$ cat config.mk
export PLATFORM = sky130hd
export DESIGN_NAME = counter_ctrl
export DESIGN_NICKNAME = d
export VERILOG_FILES = /design/src/rtl/counter_ctrl_pkg.sv /design/src/rtl/counter_ctrl_tick_gen.sv /design/src/rtl/counter_ctrl.sv
export SDC_FILE = /design/constraint.sdc
export NUM_CORES = 1
export LEC_CHECK = 0
export ABC_AREA = 1
export CORE_MARGIN = 1
export CORE_UTILIZATION = 45
export CTS_BUF_LIST = sky130_fd_sc_hd__clkbuf_8
export DETAILED_ROUTE_END_ITERATION = 16
export PLACE_DENSITY = 0.68
export SKIP_CTS_REPAIR_TIMING = 1
export SKIP_LAST_GASP = 1
export SLEW_MARGIN = 20
export SYNTH_ARGS = -nofsm -noshare
export SYNTH_HDL_FRONTEND = slang
export SYNTH_HIERARCHICAL = 1
export SYNTH_SLANG_ARGS = --single-unit
$ cat constraint.sdc
create_clock -name clk50m -period 3.3 [get_ports clk50m]
set_input_delay 0.825 -clock clk50m [delete_from_list [all_inputs] [get_ports clk50m]]
set_output_delay 0.825 -clock clk50m [all_outputs]
set_load 0.01 [all_outputs]
$ cat src/rtl/counter_ctrl_pkg.sv
// counter_ctrl_pkg: shared FSM encoding, mode codes and default divisors
package counter_ctrl_pkg;
   localparam logic [1:0] S_IDLE  = 2'd0;
   localparam logic [1:0] S_LOAD  = 2'd1;
   localparam logic [1:0] S_RUN   = 2'd2;
   localparam logic [1:0] S_PAUSE = 2'd3;
   localparam logic [1:0] MODE_FREE = 2'b00;
   localparam logic [1:0] MODE_UP   = 2'b01;
   localparam logic [1:0] MODE_PP   = 2'b10;
   localparam logic [1:0] MODE_DOWN = 2'b11;
   localparam int DIV_SLOW_DEF = 50000000;
   localparam int DIV_FAST_DEF = 5000000;
endpackage

$ cat src/rtl/counter_ctrl_tick_gen.sv
// tick_gen: 26-bit prescaler that flags its terminal cycle
//   clk50m   - clock
//   enable   - advance the prescaler this cycle
//   clear    - synchronous clear to 0 (wins over enable)
//   div      - cycles per terminal
//   terminal - high in the cycle where the count has reached div-1 or beyond
module tick_gen (
   input  logic        clk50m,
   input  logic        enable,
   input  logic        clear,
   input  logic [25:0] div,
   output logic        terminal
);
   logic [25:0] cnt;
   // ">=" keeps a run terminating even if div shrinks below the current count
   assign terminal = enable && (cnt >= div - 26'd1);
   always_ff @(posedge clk50m) begin
      if (clear) cnt <= '0;
      else if (enable) cnt <= terminal ? '0 : cnt + 26'd1;
   end
endmodule

$ cat src/rtl/counter_ctrl.sv
// counter_ctrl: start/stop/pause controller that paces an external up/down counter
//   clk50m, reset        - clock, synchronous active-high reset
//   start, stop          - single-cycle command pulses (stop wins when both are high)
//   speed                - selects DIV_FAST (1) or DIV_SLOW (0)
//   mode, limit          - run mode and terminal count, captured when a run is loaded
//   count                - counter value fed back from the datapath
//   tick, UD, load, load_val - counter step enable, direction and preset
//   SS, busy, done       - running, active and completion indications
module counter_ctrl
   import counter_ctrl_pkg::*;
#(
   parameter int DIV_SLOW = DIV_SLOW_DEF,
   parameter int DIV_FAST = DIV_FAST_DEF
) (
   input  logic       clk50m,
   input  logic       reset,
   input  logic       start,
   input  logic       stop,
   input  logic       speed,
   input  logic [1:0] mode,
   input  logic [7:0] limit,
   input  logic [7:0] count,
   output logic       tick,
   output logic       UD,
   output logic       SS,
   output logic       load,
   output logic [7:0] load_val,
   output logic       busy,
   output logic       done
);
   logic [1:0]  state;
   logic [1:0]  mode_r;
   logic [7:0]  limit_r;
   logic [25:0] div;
   logic        term;
   logic        finish;
   logic        bounce;
   assign div = speed ? 26'(DIV_FAST) : 26'(DIV_SLOW);
   tick_gen u_tick_gen (
      .clk50m  (clk50m),
      .enable  (state == S_RUN && !stop),
      .clear   (reset || state == S_LOAD),
      .div     (div),
      .terminal(term)
   );
   // one-shot completion and ping-pong turnaround replace the tick on a terminal
   assign finish = (mode_r == MODE_UP && count == limit_r) || (mode_r == MODE_DOWN && count == 8'd0);
   assign bounce = mode_r == MODE_PP && (UD ? count == limit_r : count == 8'd0);
   always_ff @(posedge clk50m) begin
      if (reset) begin
         state    <= S_IDLE;
         mode_r   <= MODE_FREE;
         limit_r  <= '0;
         tick     <= 1'b0;
         UD       <= 1'b1;
         SS       <= 1'b0;
         load     <= 1'b0;
         load_val <= '0;
         busy     <= 1'b0;
         done     <= 1'b0;
      end else begin
         tick <= 1'b0;
         load <= 1'b0;
         done <= 1'b0;
         case (state)
            S_IDLE:
               if (start && !stop) begin
                  state    <= S_LOAD;
                  mode_r   <= mode;
                  limit_r  <= limit;
                  load     <= 1'b1;
                  load_val <= mode == MODE_DOWN ? limit : 8'd0;
                  UD       <= mode != MODE_DOWN;
                  busy     <= 1'b1;
               end
            S_LOAD: begin
               state <= S_RUN;
               SS    <= 1'b1;
            end
            S_RUN:
               if (stop) begin
                  state <= S_PAUSE;
                  SS    <= 1'b0;
               end else if (term) begin
                  if (finish) begin
                     state <= S_IDLE;
                     SS    <= 1'b0;
                     busy  <= 1'b0;
                     done  <= 1'b1;
                  end else if (bounce) UD <= !UD;
                  else tick <= 1'b1;
               end
            S_PAUSE:
               if (stop) begin
                  state <= S_IDLE;
                  busy  <= 1'b0;
               end else if (start) begin
                  state <= S_RUN;
                  SS    <= 1'b1;
               end
         endcase
      end
   end
endmodule

* Yosys cells after proc, flatten, opt, wreduce, memory -nomap -nowiden
Index checks and enable logic that the tools add are counted.
Operators by class: add/subtract/negate cells 2, multipliers 0, div/mod/pow operators 0, $lt $le $gt $ge 1, equal/unequal tests 21, shifts and indexed selects 0, muxes and demuxes 30, bitwise operators 3, reduce and logical (&&, ||, !) cells 23
Operators by type and width (number):
- 26-bit two-way mux | 2
- 26-bit by 1-bit adder with 26-bit output, second input constant | 1
- 26-bit >= comparator | 1
- 26-bit by 1-bit subtractor with 26-bit output, second input constant | 1
- 2-bit != test, second input constant | 9
- 1-bit two-way mux | 17
- 2-bit two-way mux | 6
- 6-bit AND reduction | 2
- 2-bit equality test, second input constant | 5
- 8-bit equality test | 1
- 8-bit logical NOT | 1
- 8-bit two-way mux | 1
- 2-bit one-hot mux with 4 select lines | 1
- 1-bit logical AND | 6
- 3-bit != test, second input constant | 2
- 1-bit one-hot mux with 3 select lines | 2
- 3-bit nonzero test | 2
- 5-bit AND reduction | 1
- 5-bit OR reduction | 1
- 2-bit by 1-bit equality test with 1-bit output, second input constant | 2
- 4-bit AND reduction | 1
- 4-bit OR reduction | 1
- 3-bit by 2-bit != test with 1-bit output, second input constant | 1
- 1-bit NOT | 3
- other kinds (8) | 10
Word-level totals: flip-flop bits (word level) 52, latch bits 0, bits in writable memories 0, memory bits (read-only) 0, input bits 23, output and inout bits 14, word-level logic and storage cells 91, memories kept 0

* Logic depth before layout (Yosys ltp)
word-level depth 8, depth in mapped cells 24, depth with buffers taken out 24

* By module
Netlist, hierarchy kept.
By module, submodules not included:
- tick_gen | instances 1, cells each 369, area each 2544.9 sq um, seq. area each 520.5 sq um
- counter_ctrl | instances 1, cells each 194, area each 1348.8 sq um, seq. area each 520.5 sq um

* Least setup slack after synthesis
OpenSTA, ideal clock, no wires.
path type input port to flip-flop, start input port speed, end register busy, setup time 0.134 ns, data arrival time 3.392 ns, required time 3.166 ns, slack -0.226 ns, stages on the path 19, buffers on the path 0, cells stage by stage inv_1 > nor2_1 > inv_1 > nor2_8 > xnor2_1 > ha_1 > nand2_1 > nor2_1 > nand3_1 > nand3_1 > nand2_1 > nand3_1 > nand2_1 > inv_1 > o21ai_0 > a2111oi_2 > nand2_1 > nand2_1 > a21oi_1
Between the ends: longest elaborated chain between the ends 6
RTL lines:
- start: declaration | RTL line counter_ctrl.sv:19 | input logic speed,
- 26-bit two-way mux | RTL line counter_ctrl.sv:38 | assign div = speed ? 26'(DIV_FAST) : 26'(DIV_SLOW);
- 26-bit by 1-bit subtractor with 26-bit output | RTL line counter_ctrl_tick_gen.sv:16 | assign terminal = enable && (cnt >= div - 26'd1);
- 26-bit >= comparator | RTL line counter_ctrl_tick_gen.sv:16
- 1-bit logical AND | RTL line counter_ctrl_tick_gen.sv:16
- via term | RTL line counter_ctrl.sv:35 | logic term;
- 2-bit by 1-bit != test with 1-bit output (no line)
- 6-bit AND reduction (no line)
- end signal: assignment | RTL line counter_ctrl.sv:59 | busy <= 1'b0;
- end signal: assignment | RTL line counter_ctrl.sv:74 | busy <= 1'b1;
- end signal: assignment | RTL line counter_ctrl.sv:88 | busy <= 1'b0;
- end: declaration | RTL line counter_ctrl.sv:28 | output logic busy,
The timed path passes the listed nets, and every way through them passes these cells. A chain may end at the register's enable or synchronous reset.

* Worst setup path after layout
start input port speed, end register busy
Between the ends: longest elaborated chain between the ends 6
RTL lines:
- 26-bit two-way mux | RTL line counter_ctrl.sv:38
- via div[12] | RTL line counter_ctrl.sv:34 | logic [25:0] div;
- 26-bit by 1-bit subtractor with 26-bit output | RTL line counter_ctrl_tick_gen.sv:16
- 26-bit >= comparator | RTL line counter_ctrl_tick_gen.sv:16
- 1-bit logical AND | RTL line counter_ctrl_tick_gen.sv:16
- via term | RTL line counter_ctrl.sv:35
- 2-bit by 1-bit != test with 1-bit output (no line)
- 6-bit AND reduction (no line)
The timed path passes the listed nets, and every way through them passes these cells.

==> impl_results.md <==
- Status: finished clean
- Clock-pin transition on the worst setup and hold timing paths: 0.10 ns
- Vias in the first global route: 3356
- Layout cell share with drive strength beyond 1: 13.9%
- Post-Layout Cell Count: ~770
- Bufs and invs on worst path: 4
- Setup-failing EPs final: 0
- Post-synth cell types: 36
- Worst Hold Depth: 2
- Kind of critical path: in2reg
- Routed WL: just over 8000 um
- Pins over their slew limit: 0
- Synth warn: 6
- Antenna-violating nets left: 0
- Crit Path Max Fanout: 6
- P_leak: 0.00222 uW
- Vias: 3598
- Core area: 8300 um2
- Clock latency on the worst-skew pair: 0.31 ns
- Worst path cell trace: clkbuf_2, clkinvlp_4, nor2_1, nand2_1, nor3_2, nand3_1, xor2_1, ha_1, nand2_1, inv_1, nand4_1, nor2_1, nand2_1, nand3_2, nand2_2, inv_2, o21ai_2, a2111oi_4, nand3_1, a21oi_2
- Mapped Cells: 563
- Final nets: between 700 and 800
- Layout area overhead: 25.0%
- Peak Freq: around 320 MHz
- Gr ovfl total: 0
- Die Ht: 95.0 um
- First-pass detailed-route iteration total: 4
- Largest net degree at the start of global routing: 26
- Site Rows: 33
- Max H-tree Level: 2
- Routed length on met3: 208 um
- Min-delay worst type: reg2reg
- Clk root buf: clkbuf_8
- FF+latch count, synth: 52
- Max Cap Viol: 0
- Antenna diodes: 0
- Worst path slowest cell: ha_1
- PwrDens: 324 nW/um2
- Cts bufs inserted: 5
- Cell family with most CP delay: simple AND/OR/NAND/NOR gates
- Register area share after synthesis: between 20% and 30%
- CP arrival: 3.35 ns
- R2r setup slk: a little under 1 ns
- Endpoint type of the worst setup path: flip-flop
- Number of fill cells in the layout: 799
- Most frequent cells in the layout: 130 x nand2_1, 79 x nor2_1, 66 x inv_1
- WL met1: 3880 um
- Max Used Layer: met4
- Critical Path Max Stage Delay: 0.29 ns
- Initial Util: a little under half
- Detailed Route Iter0 Violations: 113
- First-pass GRT wire length: between 10000 and 15000 um
- GRT Util Overall: 19.9%
- Final hold violation count: 0
- Die Width: 95.0 um
- Crit. path cell count: 20
- PortBufs: 36
- Syn_area_per_cell: 6.92 um2
- Most frequently used flop master after synthesis: dfxtp_1
- Final period util: a little over nine tenths
- Worst reg2reg startpoint: state[0]$_SDFFE_PP0P_
- Worst R2R Path Depth: 13
- Number of antenna violations at the first check in global routing: 0
- Commonest non-fill, non-tap cell in the layout: nand2_1
- Vias/cell: 4.68
- Critical Path RT: 3.55 ns
- Hold slack: 0.472 ns
- # clock sinks: 52
- Ys async rst share: 0%
- Synthesized area: 3890 um2
- CTS tree: yes
- Clk_skew: 0.00631 ns
- Crit-path most repeated cell: nand2_1
- RePlAce Congestion: 0.823
- CTS max path bufs: 2
- Final Core Density: 58.7%
- Routed length per instance: 10.7 um
- # DRC: 0
- DIE AREA: 9030 um2
- HP Start: SS$_SDFFE_PP0P_
- Post-synth EDFFs: 0
- Post-Place Cells: 757
- Io pins: 37
- Hold Path Sink: SS$_SDFFE_PP0P_
- VDD IR max: 0.259 mV
- Placed wire-length estimate: 6620 um
- Worst r2r dst: u_tick_gen/cnt[24]$_SDFFE_PP0P_
- DR WL met2: 4030 um
- Worst Setup Start Kind: input port
- Final worst path period need: 3.10 ns
- Setup TNS: 0 ns
[registers in the layout, indices dropped and copies added (netlist names), 2 cells and up]
name,cells
u_tick_gen/cnt,26
limit_r,8
load_val,8
mode_r,2
state,2
[worst max-delay path by stage]
stage / slack, ns / end / start
2_1_floorplan: -0.11 / busy$_SDFFE_PP0P_ / speed
3_3_place_gp: -0.45 / busy$_SDFFE_PP0P_ / speed
3_5_place_dp: -0.67 / busy$_SDFFE_PP0P_ / speed
4_1_cts: -0.35 / busy$_SDFFE_PP0P_ / speed
5_1_grt: -0.07 / busy$_SDFFE_PP0P_ / speed
6_report: 0.20 / busy$_SDFFE_PP0P_ / speed
[routing by layer]
layer	up-vias	global-route usage [%]
met1	1598	24.3
met4	0	5.68
met3	7	2.95
met5	-	0
li1	1952	-
met2	41	36.2
[synth_stat cells, types with 4 or more instances]
cell	count	area, um2
nand2_1	131	492
nor2_2	4	25.0
xor2_1	26	228
xnor2_1	23	201
nand3_2	5	50.1
nand2_2	6	37.5
a21oi_1	30	150
o21ai_0	9	45.0
nand3_1	32	160
ha_1	33	413
nand4_1	10	62.6
nor2_1	84	315
nor2_4	6	67.6
nor3_2	4	40.0
dfxtp_1	52	1040
nor3_1	9	45.0
inv_1	68	255
[worst register-to-register path, delay by kind of cell (launching register included)]
family	cells	cell delay (ns)
DFF	1	0.35
buffers and inverters	2	0.25
and+or+nand+nor	10	1.35
adders and majority gates	1	0.28
[power by group]
group,total (uW),switching (uW),internal [uW]
Combinational,485,269,216
Sequential,693,28.6,665
Clock,401,224,176
Total,1580,522,1060
[final cells by class]
cell class,count,area (um2),area share [%]
flip-flops and latches,52,1040,21.4
inverters,69,263,5.40
multi-input cells,466,2710,55.7
repair buffers,69,619,12.7
well taps,105,131,2.70
clock buffers,6,82.6,1.70
clock inverters,2,17.5,0.360
[cells by family after synthesis]
family          share of synthesized area [%]
simple gates                             36.3
xor+xnor                                 11.0
flops                                    26.7
buf+inv                                  7.81
fa+ha+maj                                10.6
other cells                             0.193
mux                                     0.257
compound gates                           7.10
[stage by stage]
stage	worst slack [ns]	power, uW	cell area, um2
finish	0.195	1580	4870
global placement	-0.449	1160	4700
CTS	-0.354	1570	4800
floorplan	-0.106	1010	4020
detailed placement	-0.668	1170	4700
global route	-0.0748	1680	4870
Power figures use the tool's default switching activity.
